`src/rtl/wb_pkg.sv`:
```
// wb_pkg: shared definitions for the writeback-select stage.
//   - WB_XLEN        : default data width
//   - WB_SRC_*       : writeback source indices (ALU, load, PC+4, PC+imm, imm)
//   - wb_entry_t     : writeback entry {data, rd, we} at the default width
//   - skid_state_e   : occupancy states of the 2-entry skid buffer
//   - wb_qual_we     : write-enable qualification (x0 is never written)
package wb_pkg;

  localparam int WB_XLEN = 32;

  localparam int WB_SRC_ALU   = 0;
  localparam int WB_SRC_LOAD  = 1;
  localparam int WB_SRC_PC4   = 2;
  localparam int WB_SRC_PCIMM = 3;
  localparam int WB_SRC_IMM   = 4;

  typedef struct packed {
    logic [WB_XLEN-1:0] data;
    logic [4:0]         rd;
    logic               we;
  } wb_entry_t;

  typedef enum logic [1:0] {
    SKID_EMPTY = 2'b00,
    SKID_HEAD  = 2'b01,
    SKID_FULL  = 2'b10
  } skid_state_e;

  // A write to x0 is architecturally discarded, so never request it.
  function automatic logic wb_qual_we(input logic rd_we, input logic [4:0] rd);
    return rd_we && (rd != 5'd0);
  endfunction

endpackage

```
`src/rtl/wb_skid_buf.sv`:
```
// wb_skid_buf: generic 2-entry skid buffer with valid/ready handshakes.
// The head register drives the output; the skid register holds the newer
// entry while the head is stalled. Order is strictly FIFO. in_ready is a
// register, so out_ready has no combinational path to in_ready.
// Ports:
//   clk, rst               : clock, synchronous active-high reset
//   in_valid/in_ready      : upstream handshake, in_data payload
//   out_valid/out_ready    : downstream handshake, out_data (head) payload
//   skid_valid, skid_data  : newer entry, exported for forwarding lookups
module wb_skid_buf
  import wb_pkg::*;
#(
  parameter int W = 8
) (
  input  logic         clk,
  input  logic         rst,
  input  logic         in_valid,
  output logic         in_ready,
  input  logic [W-1:0] in_data,
  output logic         out_valid,
  input  logic         out_ready,
  output logic [W-1:0] out_data,
  output logic         skid_valid,
  output logic [W-1:0] skid_data
);

  skid_state_e  state_r;
  skid_state_e  state_nxt_s;
  logic         in_ready_r;
  logic [W-1:0] head_r;
  logic [W-1:0] skid_r;
  logic         acc_s;
  logic         ret_s;
  logic         head_from_in_s;
  logic         head_from_skid_s;
  logic         skid_load_s;

  assign acc_s = in_valid && in_ready_r;
  assign ret_s = (state_r != SKID_EMPTY) && out_ready;

  // Next occupancy state and which register loads on this edge.
  always_comb begin
    state_nxt_s      = state_r;
    head_from_in_s   = 1'b0;
    head_from_skid_s = 1'b0;
    skid_load_s      = 1'b0;
    case (state_r)
      SKID_EMPTY: begin
        if (acc_s) begin
          state_nxt_s    = SKID_HEAD;
          head_from_in_s = 1'b1;
        end else begin
          state_nxt_s = SKID_EMPTY;
        end
      end
      SKID_HEAD: begin
        if (acc_s && ret_s) begin
          // head leaves and is replaced by the new entry on the same edge
          state_nxt_s    = SKID_HEAD;
          head_from_in_s = 1'b1;
        end else if (acc_s) begin
          state_nxt_s = SKID_FULL;
          skid_load_s = 1'b1;
        end else if (ret_s) begin
          state_nxt_s = SKID_EMPTY;
        end else begin
          state_nxt_s = SKID_HEAD;
        end
      end
      SKID_FULL: begin
        // in_ready is low here, so only a retire can happen
        if (ret_s) begin
          state_nxt_s      = SKID_HEAD;
          head_from_skid_s = 1'b1;
        end else begin
          state_nxt_s = SKID_FULL;
        end
      end
      default: begin
        state_nxt_s = SKID_EMPTY;
      end
    endcase
  end

  // State, registered in_ready and payload storage.
  always_ff @(posedge clk) begin
    if (rst) begin
      state_r    <= SKID_EMPTY;
      in_ready_r <= 1'b1;
      head_r     <= '0;
      skid_r     <= '0;
    end else begin
      state_r    <= state_nxt_s;
      in_ready_r <= (state_nxt_s != SKID_FULL);
      if (head_from_in_s) begin
        head_r <= in_data;
      end else if (head_from_skid_s) begin
        head_r <= skid_r;
      end
      if (skid_load_s) begin
        skid_r <= in_data;
      end
    end
  end

  assign in_ready   = in_ready_r;
  assign out_valid  = (state_r != SKID_EMPTY);
  assign out_data   = head_r;
  assign skid_valid = (state_r == SKID_FULL);
  assign skid_data  = skid_r;

endmodule

```
`src/rtl/wb_select_pipe.sv`:
```
// wb_select_pipe: pipelined writeback-select stage.
// Selects one of NSRC result sources, qualifies the write enable (x0 never
// written), and buffers {data, rd, we} in a 2-entry skid buffer toward the
// register-file write port. Counts retired entries that write a register.
// Optional feature macro: WB_FWD_EN adds a forwarding lookup port for decode.
// Ports:
//   clk, rst                      : clock, synchronous active-high reset
//   in_valid/in_ready             : upstream handshake (in_ready registered)
//   src_data, sel, rd, rd_we      : source bus (source i at [i*XLEN +: XLEN]),
//                                   select, destination, write request
//   out_valid/out_ready           : writeback handshake
//   wb_data, wb_rd, wb_we         : head entry; wb_we is 0 while out_valid=0
//   retire_cnt                    : retired entries with wb_we=1 (wrapping)
//   fwd_rs/fwd_hit/fwd_data       : (WB_FWD_EN) pending-write lookup
module wb_select_pipe
  import wb_pkg::*;
#(
  parameter int XLEN = WB_XLEN,
  parameter int NSRC = 5,
  parameter int SELW = $clog2(NSRC),
  parameter int CNTW = 32
) (
  input  logic                 clk,
  input  logic                 rst,
  input  logic                 in_valid,
  output logic                 in_ready,
  input  logic [NSRC*XLEN-1:0] src_data,
  input  logic [SELW-1:0]      sel,
  input  logic [4:0]           rd,
  input  logic                 rd_we,
  output logic                 out_valid,
  input  logic                 out_ready,
  output logic [XLEN-1:0]      wb_data,
  output logic [4:0]           wb_rd,
  output logic                 wb_we,
  output logic [CNTW-1:0]      retire_cnt
`ifdef WB_FWD_EN
  ,
  input  logic [4:0]           fwd_rs,
  output logic                 fwd_hit,
  output logic [XLEN-1:0]      fwd_data
`endif
);

  localparam int EW = XLEN + 6;  // {data, rd, we}

  logic [XLEN-1:0] sel_data_s;
  int              sel_idx_s;
  logic [EW-1:0]   in_entry_s;
  logic [EW-1:0]   head_entry_s;
  logic            skid_valid_s;
  logic [EW-1:0]   skid_entry_s;
  logic [CNTW-1:0] retire_cnt_r;

  assign sel_idx_s = int'(sel);

  // Source mux; out-of-range selects yield zero.
  always_comb begin
    sel_data_s = '0;
    if (sel_idx_s < NSRC) begin
      sel_data_s = src_data[sel_idx_s*XLEN +: XLEN];
    end else begin
      sel_data_s = '0;
    end
  end

  assign in_entry_s = {sel_data_s, rd, wb_qual_we(rd_we, rd)};

  wb_skid_buf #(
    .W(EW)
  ) u_skid (
    .clk        (clk),
    .rst        (rst),
    .in_valid   (in_valid),
    .in_ready   (in_ready),
    .in_data    (in_entry_s),
    .out_valid  (out_valid),
    .out_ready  (out_ready),
    .out_data   (head_entry_s),
    .skid_valid (skid_valid_s),
    .skid_data  (skid_entry_s)
  );

  assign wb_data = head_entry_s[EW-1:6];
  assign wb_rd   = head_entry_s[5:1];
  assign wb_we   = out_valid && head_entry_s[0];

  // Retire counter: one step per accepted writeback that writes a register.
  always_ff @(posedge clk) begin
    if (rst) begin
      retire_cnt_r <= '0;
    end else if (out_valid && out_ready && wb_we) begin
      retire_cnt_r <= retire_cnt_r + {{(CNTW-1){1'b0}}, 1'b1};
    end
  end

  assign retire_cnt = retire_cnt_r;

`ifdef WB_FWD_EN
  // Forwarding lookup: the newer (skid) entry wins over the head.
  always_comb begin
    fwd_hit  = 1'b0;
    fwd_data = '0;
    if (fwd_rs == 5'd0) begin
      fwd_hit  = 1'b0;
      fwd_data = '0;
    end else if (skid_valid_s && skid_entry_s[0] && (skid_entry_s[5:1] == fwd_rs)) begin
      fwd_hit  = 1'b1;
      fwd_data = skid_entry_s[EW-1:6];
    end else if (out_valid && head_entry_s[0] && (head_entry_s[5:1] == fwd_rs)) begin
      fwd_hit  = 1'b1;
      fwd_data = head_entry_s[EW-1:6];
    end else begin
      fwd_hit  = 1'b0;
      fwd_data = '0;
    end
  end
`else
  logic fwd_unused_s;
  assign fwd_unused_s = ^{skid_valid_s, skid_entry_s};
`endif

endmodule

```
`config.mk`:
```
export PLATFORM = sky130hd
export DESIGN_NAME = wb_select_pipe
export DESIGN_NICKNAME = d
export VERILOG_FILES = /design/src/rtl/wb_pkg.sv /design/src/rtl/wb_skid_buf.sv /design/src/rtl/wb_select_pipe.sv
export SDC_FILE = /design/constraint.sdc
export NUM_CORES = 1
export LEC_CHECK = 0
export ABC_AREA = 0
export ABC_CLOCK_PERIOD_IN_PS = 3800
export CAP_MARGIN = 30
export CORE_ASPECT_RATIO = 0.5
export CORE_MARGIN = 3
export CORE_UTILIZATION = 45
export CTS_CLUSTER_SIZE = 12
export DETAILED_ROUTE_END_ITERATION = 12
export PLACE_DENSITY = 0.8
export SETUP_SLACK_MARGIN = 0.5
export SLEW_MARGIN = 10
export SYNTH_ARGS = -nofsm -noshare
export SYNTH_HDL_FRONTEND = slang
export SYNTH_SLANG_ARGS = --single-unit
```
`constraint.sdc`:
```
create_clock -name clk -period 3.8 [get_ports clk]
set_clock_uncertainty 0.2 [all_clocks]
set_input_delay 0.38 -clock clk [delete_from_list [all_inputs] [get_ports clk]]
set_output_delay 0.38 -clock clk [all_outputs]
set_load 0.01 [all_outputs]
```
# Word level (Yosys, flattened, before mapping)

Index checks and enable logic that the tools add are counted.

Bits in registers: 111
Output and inout bits: 72
Input bits: 173
Word-level logic and storage cells: 37

Eq/ne operators: 3
Order comparisons: 1
$add $sub $neg: 1
Multiplexer cells: 16
Reduce and logical (&&, ||, !) cells: 10
Shift operators: 1

Operators by type and width:

| cell                  | count |
|---|---|
| $shiftx 160x9->32     | 1 |
| $mux 38               | 2 |
| $add 32x1->32 const B | 1 |
| $mux 32               | 1 |
| $mux 1                | 8 |
| $logic_and 1x1->1     | 6 |
| $mux 2                | 3 |
| $pmux 2 s3            | 1 |
| $reduce_bool 5->1     | 1 |
| $reduce_bool 2->1     | 2 |
| $lt 3x3->1 const B    | 1 |
| $eq 2x1->1 const B    | 1 |
| $eq 2x2->1 const B    | 1 |
| $logic_not 2->1       | 1 |
| $ne 2x2->1 const B    | 1 |
| $pmux 1 s2            | 1 |

# Longest topological paths before layout

Gate-level depths: netlist of run 1.

Word-level depth: 7
Gate-level depth with buffers: 9
Mapped depth without buffers: 7

# Cells and area by module

From an unflattened synthesis of run 1, not the netlist that was laid out.

Cell total of the unflattened synthesis: 690
Area, all modules: 6189.7 um2

By module, submodules not included:

| module         | area each (um2) | instances | cells each | sequential area each (um2) |
|---|---|---|---|---|
| wb_skid_buf    | 3413.3          | 1         | 361        | 1581.5 |
| wb_select_pipe | 2776.4          | 1         | 329        | 640.6 |

# Worst setup path before layout of run 1

Ideal clock, no wire load.

Path kind: register to register
Start: reg u_skid.state_r[0]
End: reg u_skid.skid_r[15] (netlist: u_skid.skid_data[15])
Arrival time: 1.824 ns
Required time: 3.522 ns
Clock period less this slack: 2.102 ns
Library setup time: 0.078 ns
Slack: 1.698 ns
Path buffers: 3
Cell stages (with the launch flop): 10
Cell sequence: dfxtp_1 clkbuf_1 or2_2 nand2_1 ha_1 nand3_1 clkbuf_1 clkbuf_1 a211oi_1 nor3_1

Cells in the longest elaborated chain, start to end: 5
Elaborated cells between the ends (all ways): 6
Classes of those cells: 1 x eq/ne; 2 x mux; 3 x reduce/logical

Ends and longest elaborated chain:

| what                   | line                 | source |
|---|---|---|
| start, declared        | wb_skid_buf.sv:27    | `skid_state_e state_r;` |
| start signal, assigned | wb_skid_buf.sv:93    | `state_r <= state_nxt_s;` |
| $reduce_bool 2->1      | --                   |  |
| via out_valid          | wb_select_pipe.sv:31 | `output logic out_valid,` |
| $logic_and 1x1->1      | wb_skid_buf.sv:39    | `assign ret_s = (state_r != SKID_EMPTY) && out_ready;` |
| $logic_and 1x1->1      | wb_skid_buf.sv:57    | `if (acc_s && ret_s) begin` |
| $mux 1                 | wb_skid_buf.sv:57    |  |
| $mux 1                 | wb_skid_buf.sv:47    | `case (state_r)` |
| end signal, assigned   | wb_skid_buf.sv:101   | `skid_r <= in_data;` |
| end, declared          | wb_skid_buf.sv:31    | `logic [W-1:0] skid_r;` |

The timed path passes the listed nets, and every way through them passes these cells.
A chain may end at the register's enable or synchronous reset.

# Worst setup path after layout of run 1

Start: reg u_skid.state_r[0]
End: reg u_skid.skid_r[23] (netlist: u_skid.skid_data[23])

Cells in the longest elaborated chain, start to end: 5
Elaborated cells between the ends (all ways): 6
Classes of those cells: 1 x eq/ne; 2 x mux; 3 x reduce/logical

Ends and longest elaborated chain:

| what              | line |
|---|---|
| $reduce_bool 2->1 | wb_skid_buf.sv:39 |
| $logic_and 1x1->1 | wb_skid_buf.sv:39 |
| $logic_and 1x1->1 | wb_skid_buf.sv:57 |
| $mux 1            | wb_skid_buf.sv:57 |
| $mux 1 (*)        | wb_skid_buf.sv:47 |

Every way passes the cells marked *; elsewhere a longest branch is shown, timed or not.

==> run summary, run 1 <==
Most frequent cells in the layout = 242 x clkdlybuf4s50_1, 111 x dfxtp_1, 99 x nand2_1
Residual DRC = 0
First-pass GRT wire length = 28610 um
Worst path arrival time = 2680 ps
Cts hold-fix bufs = 0
CTS Sinks = 111
Resize count post-CTS = 0
# Post-CTS Setup Buffers = 0
Slew Limit Fails = 0
Final instance area = 8760 um2
Syn nets = 879
H-tree depth = 3
Leakage = 2.933 nW
Initial core utilization = 47.39%
Max cap viols = 0
Setup TNS = 0 ps
Core area = 13060 um2
DP Cell Count = 1031
Final setup viols = 0
Post-synth EDFFs = 0
Die W = 171.9 um
RePlAce Congestion = 0.8552
Clock-pin slew on the worst setup and hold paths = 80 ps
Fin crit period = 2662 ps
Mapped Cells = 704
FFs w/ async S/R, synth = 0%
Synthesis-stage register bit count = 111
Pre-Repair DR Iteration Count = 5
Avg Cell Area, Syn = 8.794 um2
Gr usage total = 23.28%
Via count = 6059
Fill count = 1074
Mapped cell area = 6191 um2
Standard-cell row count = 29
Final Hold Fails = 0
Area Overhead vs Synth = 41.49%
CP Launch Type = flip-flop
Die height = 88.94 um
CTS max path bufs = 2
Synth top area share = 35.89%
Netlist cell types = 35
Routed Antenna Nets = 0
PD cells = 324.9 nW/um2
Post-Route WL = 18340 um
Max FO, Critical Path = 34
RSZ-0062 raised after global routing = false
Hold Slack = 172.1 ps
Synth top area cells = dfxtp_1 36%, mux4_2 12%, a211oi_1 7.8%
Root Driver = clkbuf_16
DP HPWL = 13230 um
Total congestion overflow = 0
Kind of critical path = flip-flop to flip-flop
Maximum clock rate = 375.7 MHz
Worst-Margin Slew = 834.3 ps
Yosys warning count = 0
Register area share after synthesis = 35.89%
Placed Area = 8441 um2
Antenna Cells = 0
Relative slew slack = 44.32%
Layout cells sized above 1 = 8.428%
Avg WL per Cell = 17.50 um
Tcrit/Tclk final = 70.05%
Most common flop cell mapped by yosys = dfxtp_1
Required @ worst endpoint = 3820 ps
Outcome = finished, final reports clean
Synth area leader = dfxtp_1
Most common cell after layout, fill and taps aside = clkdlybuf4s50_1
Number of global-route vias before repair = 5787
IO Pins = 245
Final Total Pwr = 2.846 mW
Skew-Pair Late Insertion Delay = 350 ps
IO buf count = 244
CTS tree = done
Initial drt markers = 443
Num CTS Buffers = 9
Fin cells = 1048
Type of the most critical hold path = primary input to flip-flop
Die footprint = 15290 um2
Crit. End Element = flip-flop
Final net count = 1048
Largest net degree at the start of global routing = 101
Vias per cell = 5.781
Maximum vdd drop = 0.0002611 V
Initial antenna violation count = 0
## cell usage after synthesis, types with 2 or more instances
| master | count |
|---|---|
| dfxtp_1 | 111 |
| inv_1 | 6 |
| xnor2_1 | 2 |
| buf_4 | 40 |
| nor4_1 | 3 |
| o31ai_1 | 11 |
| nor3_1 | 32 |
| and4_1 | 7 |
| nand4_1 | 10 |
| buf_2 | 16 |
| a211oi_1 | 64 |
| mux4_2 | 32 |
| and3_1 | 6 |
| buf_6 | 2 |
| xor2_1 | 8 |
| o21a_1 | 2 |
| mux2i_1 | 2 |
| mux2_2 | 3 |
| or3_1 | 9 |
| a311oi_1 | 38 |
| nor2b_1 | 36 |
| or4_1 | 12 |
| nand3_1 | 17 |
| nand2_1 | 99 |
| clkbuf_1 | 37 |
| o21ai_0 | 8 |
| ha_1 | 2 |
| a21oi_1 | 25 |
| buf_1 | 5 |
| nor2_1 | 54 |
## flip-flops by register name (all words and copies together) (netlist names)
name,cells
retire_cnt,32
u_skid.in_ready,1
u_skid.out_data,38
u_skid.skid_data,38
u_skid.state_r,2
## layout make-up
class                           instances  area (um2)  share of cell area, %
Tap cell                              170       212.7                  2.428
Timing Repair Buffer                  258        2605                  29.74
Inverter                                6       22.52                 0.2571
Clock buffer                           11       252.7                  2.885
Multi-Input combinational cell        487        3406                  38.88
Clock inverter                          5       38.79                 0.4428
Sequential cell                       111        2222                  25.37
## power breakdown
group,total (mW),leakage [nW],internal [mW],switching (mW)
Combinational,0.651,1.88,0.382,0.269
Sequential,1.28,0.906,1.24,0.0438
Clock,0.914,0.143,0.486,0.429
Total,2.85,2.93,2.10,0.741
## kinds of logic (layout without fill, tap and decap cells)
group	Yosys count	after routing	synth area share [%]
AOI/OAI and AO/OA	150	150	17.70
xor gates and xnor gates	10	10	1.415
adders and majority gates	2	2	0.4041
buffers and inverters	106	280	9.418
DFF	111	111	35.89
muxes	37	37	12.51
and+or+nand+nor	288	288	22.66
## per-layer routing
metal | part of all wire (%) | wire [um] | track usage (%) | up-vias
li1 | - | - | - | 2910
met1 | 40 | 7401 | 29.10 | 2891
met2 | 51 | 9349 | 41.85 | 231
met3 | 6.8 | 1251 | 4.903 | 27
met4 | 1.9 | 342 | 5.938 | 0
met5 | 0 | 0 | 0 | -
## path summary, 6_finish.rpt
path / from / end / slack (ps) / cells after the start
worst max register to register: u_skid.state_r[0]$_SDFF_PP0_ / u_skid.skid_data[23]$_SDFFE_PP0P_ / 1140 / 6
worst max-delay path: u_skid.state_r[0]$_SDFF_PP0_ / u_skid.skid_data[23]$_SDFFE_PP0P_ / 1140 / 6
worst min-delay path: rst / retire_cnt[25]$_SDFFE_PP0P_ / 170 / 2
worst min register to register: u_skid.skid_data[3]$_SDFFE_PP0P_ / u_skid.skid_data[3]$_SDFFE_PP0P_ / 260 / 2
## stage by stage
step           setup WS (ps)  utilization, %
5_1_grt                949.5           67.06
4_1_cts                 1150           66.85
3_3_place_gp           992.9           64.25
2_1_floorplan           1698               -
6_report                1138           67.06
3_5_place_dp           853.2           64.62
## critical path, cell delays in order (launching register included)
cell	delay, ps
dfxtp_1	430
or2_2	360
nand2_1	90
ha_1	200
nand3_2	650
a211oi_1	510
nor3_1	90
(Power assumes the default switching activity.)
==> run 2: changes to the inputs <==
Settings changed: ABC_CLOCK_PERIOD_IN_PS 3800 to 2440, CORE_UTILIZATION 45 to 40, PLACE_DENSITY 0.8 to 0.75.
Clock period 3.8 ns to 2.44 ns, I/O delays scaled along.
==> run summary, run 2 (synthesis results as in run 1) <==
Area Overhead vs Synth = 46.67%
Tcrit/Tclk final = 77.28% (+7.2 points)
Standard-cell row count = 31 (+6.9%)
Worst-path cell chain = and4_4 > nand4_1 > buf_4 > or4_1 > a21oi_1
Comb pwr share = 23.4% (+0.5 points)
Fin crit period = 1886 ps (-776.1 ps)
Max cap viols = 0 (unchanged)
Num CTS Buffers = 9 (unchanged)
Core area = 14820 um2 (+13%)
Outcome = finished, final reports clean
Clock power frac = 31.7% (-0.4 points)
DP HPWL = 13590 um (+2.7%)
Routed Antenna Nets = 0 (unchanged)
Final net count = 1070 (+2.1%)
IO Pins = 245 (unchanged)
Post-Route WL = 19020 um (+3.7%)
Reg-to-Reg Start = retire_cnt[6]$_SDFFE_PP0P_
Most frequent cells in the layout = 240 x clkdlybuf4s50_1, 99 x nand2_1, 90 x dfxtp_1
Residual DRC = 0 (unchanged)
Maximum clock rate = 530.3 MHz (+41%)
Avg WL per Cell = 17.33 um (-1.0%)
Crit path launch = retire_cnt[6]$_SDFFE_PP0P_
CP Launch Type = flip-flop
Cts hold-fix bufs = 0 (unchanged)
CTS tree = done
Worst slack at placement = 32.70 ps (-820.5 ps)
Initial antenna violation count = 1 (+1)
Root Driver = clkbuf_16
Layout cells sized above 1 = 15.00% (+6.6 points)
Final instance area = 9080 um2 (+3.7%)
Hold Startpoint = rst
Die height = 93.97 um (+5.7%)
Slowest stage delay, CP = 410 ps (-240 ps)
Initial core utilization = 41.78% (-5.6 points)
Clock-pin slew on the worst setup and hold paths = 70 ps (about the same)
PD cells = 487.0 nW/um2 (+50%)
Number of global-route vias before repair = 5968 (+3.1%)
Crit. End Element = flip-flop
Hold Slack = 199.9 ps (+27.84 ps)
Worst path arrival time = 1960 ps (-720 ps)
CTS max path bufs = 2 (unchanged)
Largest net degree at the start of global routing = 60 (-41%)
Leakage = 3.050 nW (+4.0%)
Share of total power in sequential cells = 44.9% (about the same)
Type of the most critical hold path = primary input to flip-flop
Relative slew slack = 57.06% (+13 points)
First-pass GRT wire length = 29350 um (+2.6%)
Die footprint = 17100 um2 (+12%)
Maximum vdd drop = 0.0003662 V (+40%)
PnR worst setup slack = 554.3 ps (-583.9 ps)
CTS Sinks = 111 (unchanged)
IO buf count = 244 (unchanged)
P_int = 3.277 mW (+56%)
Final setup viols = 0 (unchanged)
Max FO, Critical Path = 6 (-82%)
Antenna Cells = 0 (unchanged)
Most common cell after layout, fill and taps aside = clkdlybuf4s50_1
Gr usage total = 21.05% (-2.2 points)
Pre-Repair DR Iteration Count = 5 (unchanged)
Slew Limit Fails = 0 (unchanged)
Sw Ratio = 25.89% (-0.16 points)
Worst-Margin Slew = 644.1 ps (-190.2 ps)
Initial drt markers = 333 (-25%)
Die W = 181.9 um (+5.9%)
Switching power = 1.145 mW (+54%)
Via count = 6171 (+1.8%)
H-tree depth = 3 (unchanged)
Slowest cell on crit path = dfxtp_1
RePlAce Congestion = 0.8205 (-4.1%)
Skew-Pair Late Insertion Delay = 340 ps (about the same)
Required @ worst endpoint = 2520 ps (-1300 ps)
Vias per cell = 5.620 (-2.8%)
Setup TNS = 0 ps (unchanged)
Kind of critical path = flip-flop to flip-flop
Total congestion overflow = 0 (unchanged)
Final Hold Fails = 0 (unchanged)
Core Util, Final = 61.28% (-5.8 points)
RSZ-0062 raised after global routing = true
Placed Area = 8526 um2 (+1.0%)
run 2: cell types whose count changed in the layout (fill, tap and decap cells not counted), sizes merged:
cell           delta
buf              +20
and3              +1
dlygate4sd2       +1
nand3             +1
inv               -2
clkinv            +1
clkdlybuf4s50     -2
clkbuf            +1
dlymetal6s2s      +1
run 2: per-stage QoR:
stage                     power, mW  std cells
after floorplan               2.583        704
after global placement        3.025       1066
after detailed placement      3.046       1066
after CTS                     4.445       1086
after global routing          4.624       1098
final                         4.422       1098
run 2: cell type report:
class | count | area (um2)
clock buffers | 12 | 256.5
multi-input cells | 489 | 3520
well taps | 198 | 247.7
fillers | 1274 | 5737
flip-flops and latches | 111 | 2256
clock inverters | 4 | 30.03
inverters | 6 | 22.52
repair buffers | 278 | 2748
run 2: power groups by stage:
stage	sequential (mW)	combinational, mW	clock (mW)
2_1_floorplan	2.01	0.572	0
3_3_place_gp	2.02	1.00	0
3_5_place_dp	2.03	1.02	0
4_1_cts	1.99	1.02	1.44
5_1_grt	2.00	1.12	1.50
6_report	1.98	1.04	1.40
run 2: layer usage:
metal  GRT usage (%)  up-vias  routed length, um
met2           38.82      228               9707
met5               0        -                  8
met1           25.14     2968               7714
met4           5.636        2                291
met3           4.331       20               1301
li1                -     2953                  -
run 2: path summary, 6_finish.rpt:
check,endpoint,slack [ps],cells past startpoint
min,retire_cnt[8]$_SDFFE_PP0P_,200,2
max reg2reg,retire_cnt[17]$_SDFFE_PP0P_,550,5
max,retire_cnt[17]$_SDFFE_PP0P_,550,5
min reg2reg,u_skid.skid_data[2]$_SDFFE_PP0P_,260,2
run 2: worst max-delay path, delay by kind of cell, from the launching register on:
family,cells,cell delay [ps]
DFF,1,410
and+or+nand+nor,3,870
buffers and inverters,1,200
AOI/OAI and AO/OA,1,160
run 2: repair_timing:
item	in CTS	in global routing
gates resized for setup	19	37
gates cloned	1	1
pin swaps	3	8
setup endpoints to repair	66	58
buffers inserted	3	11
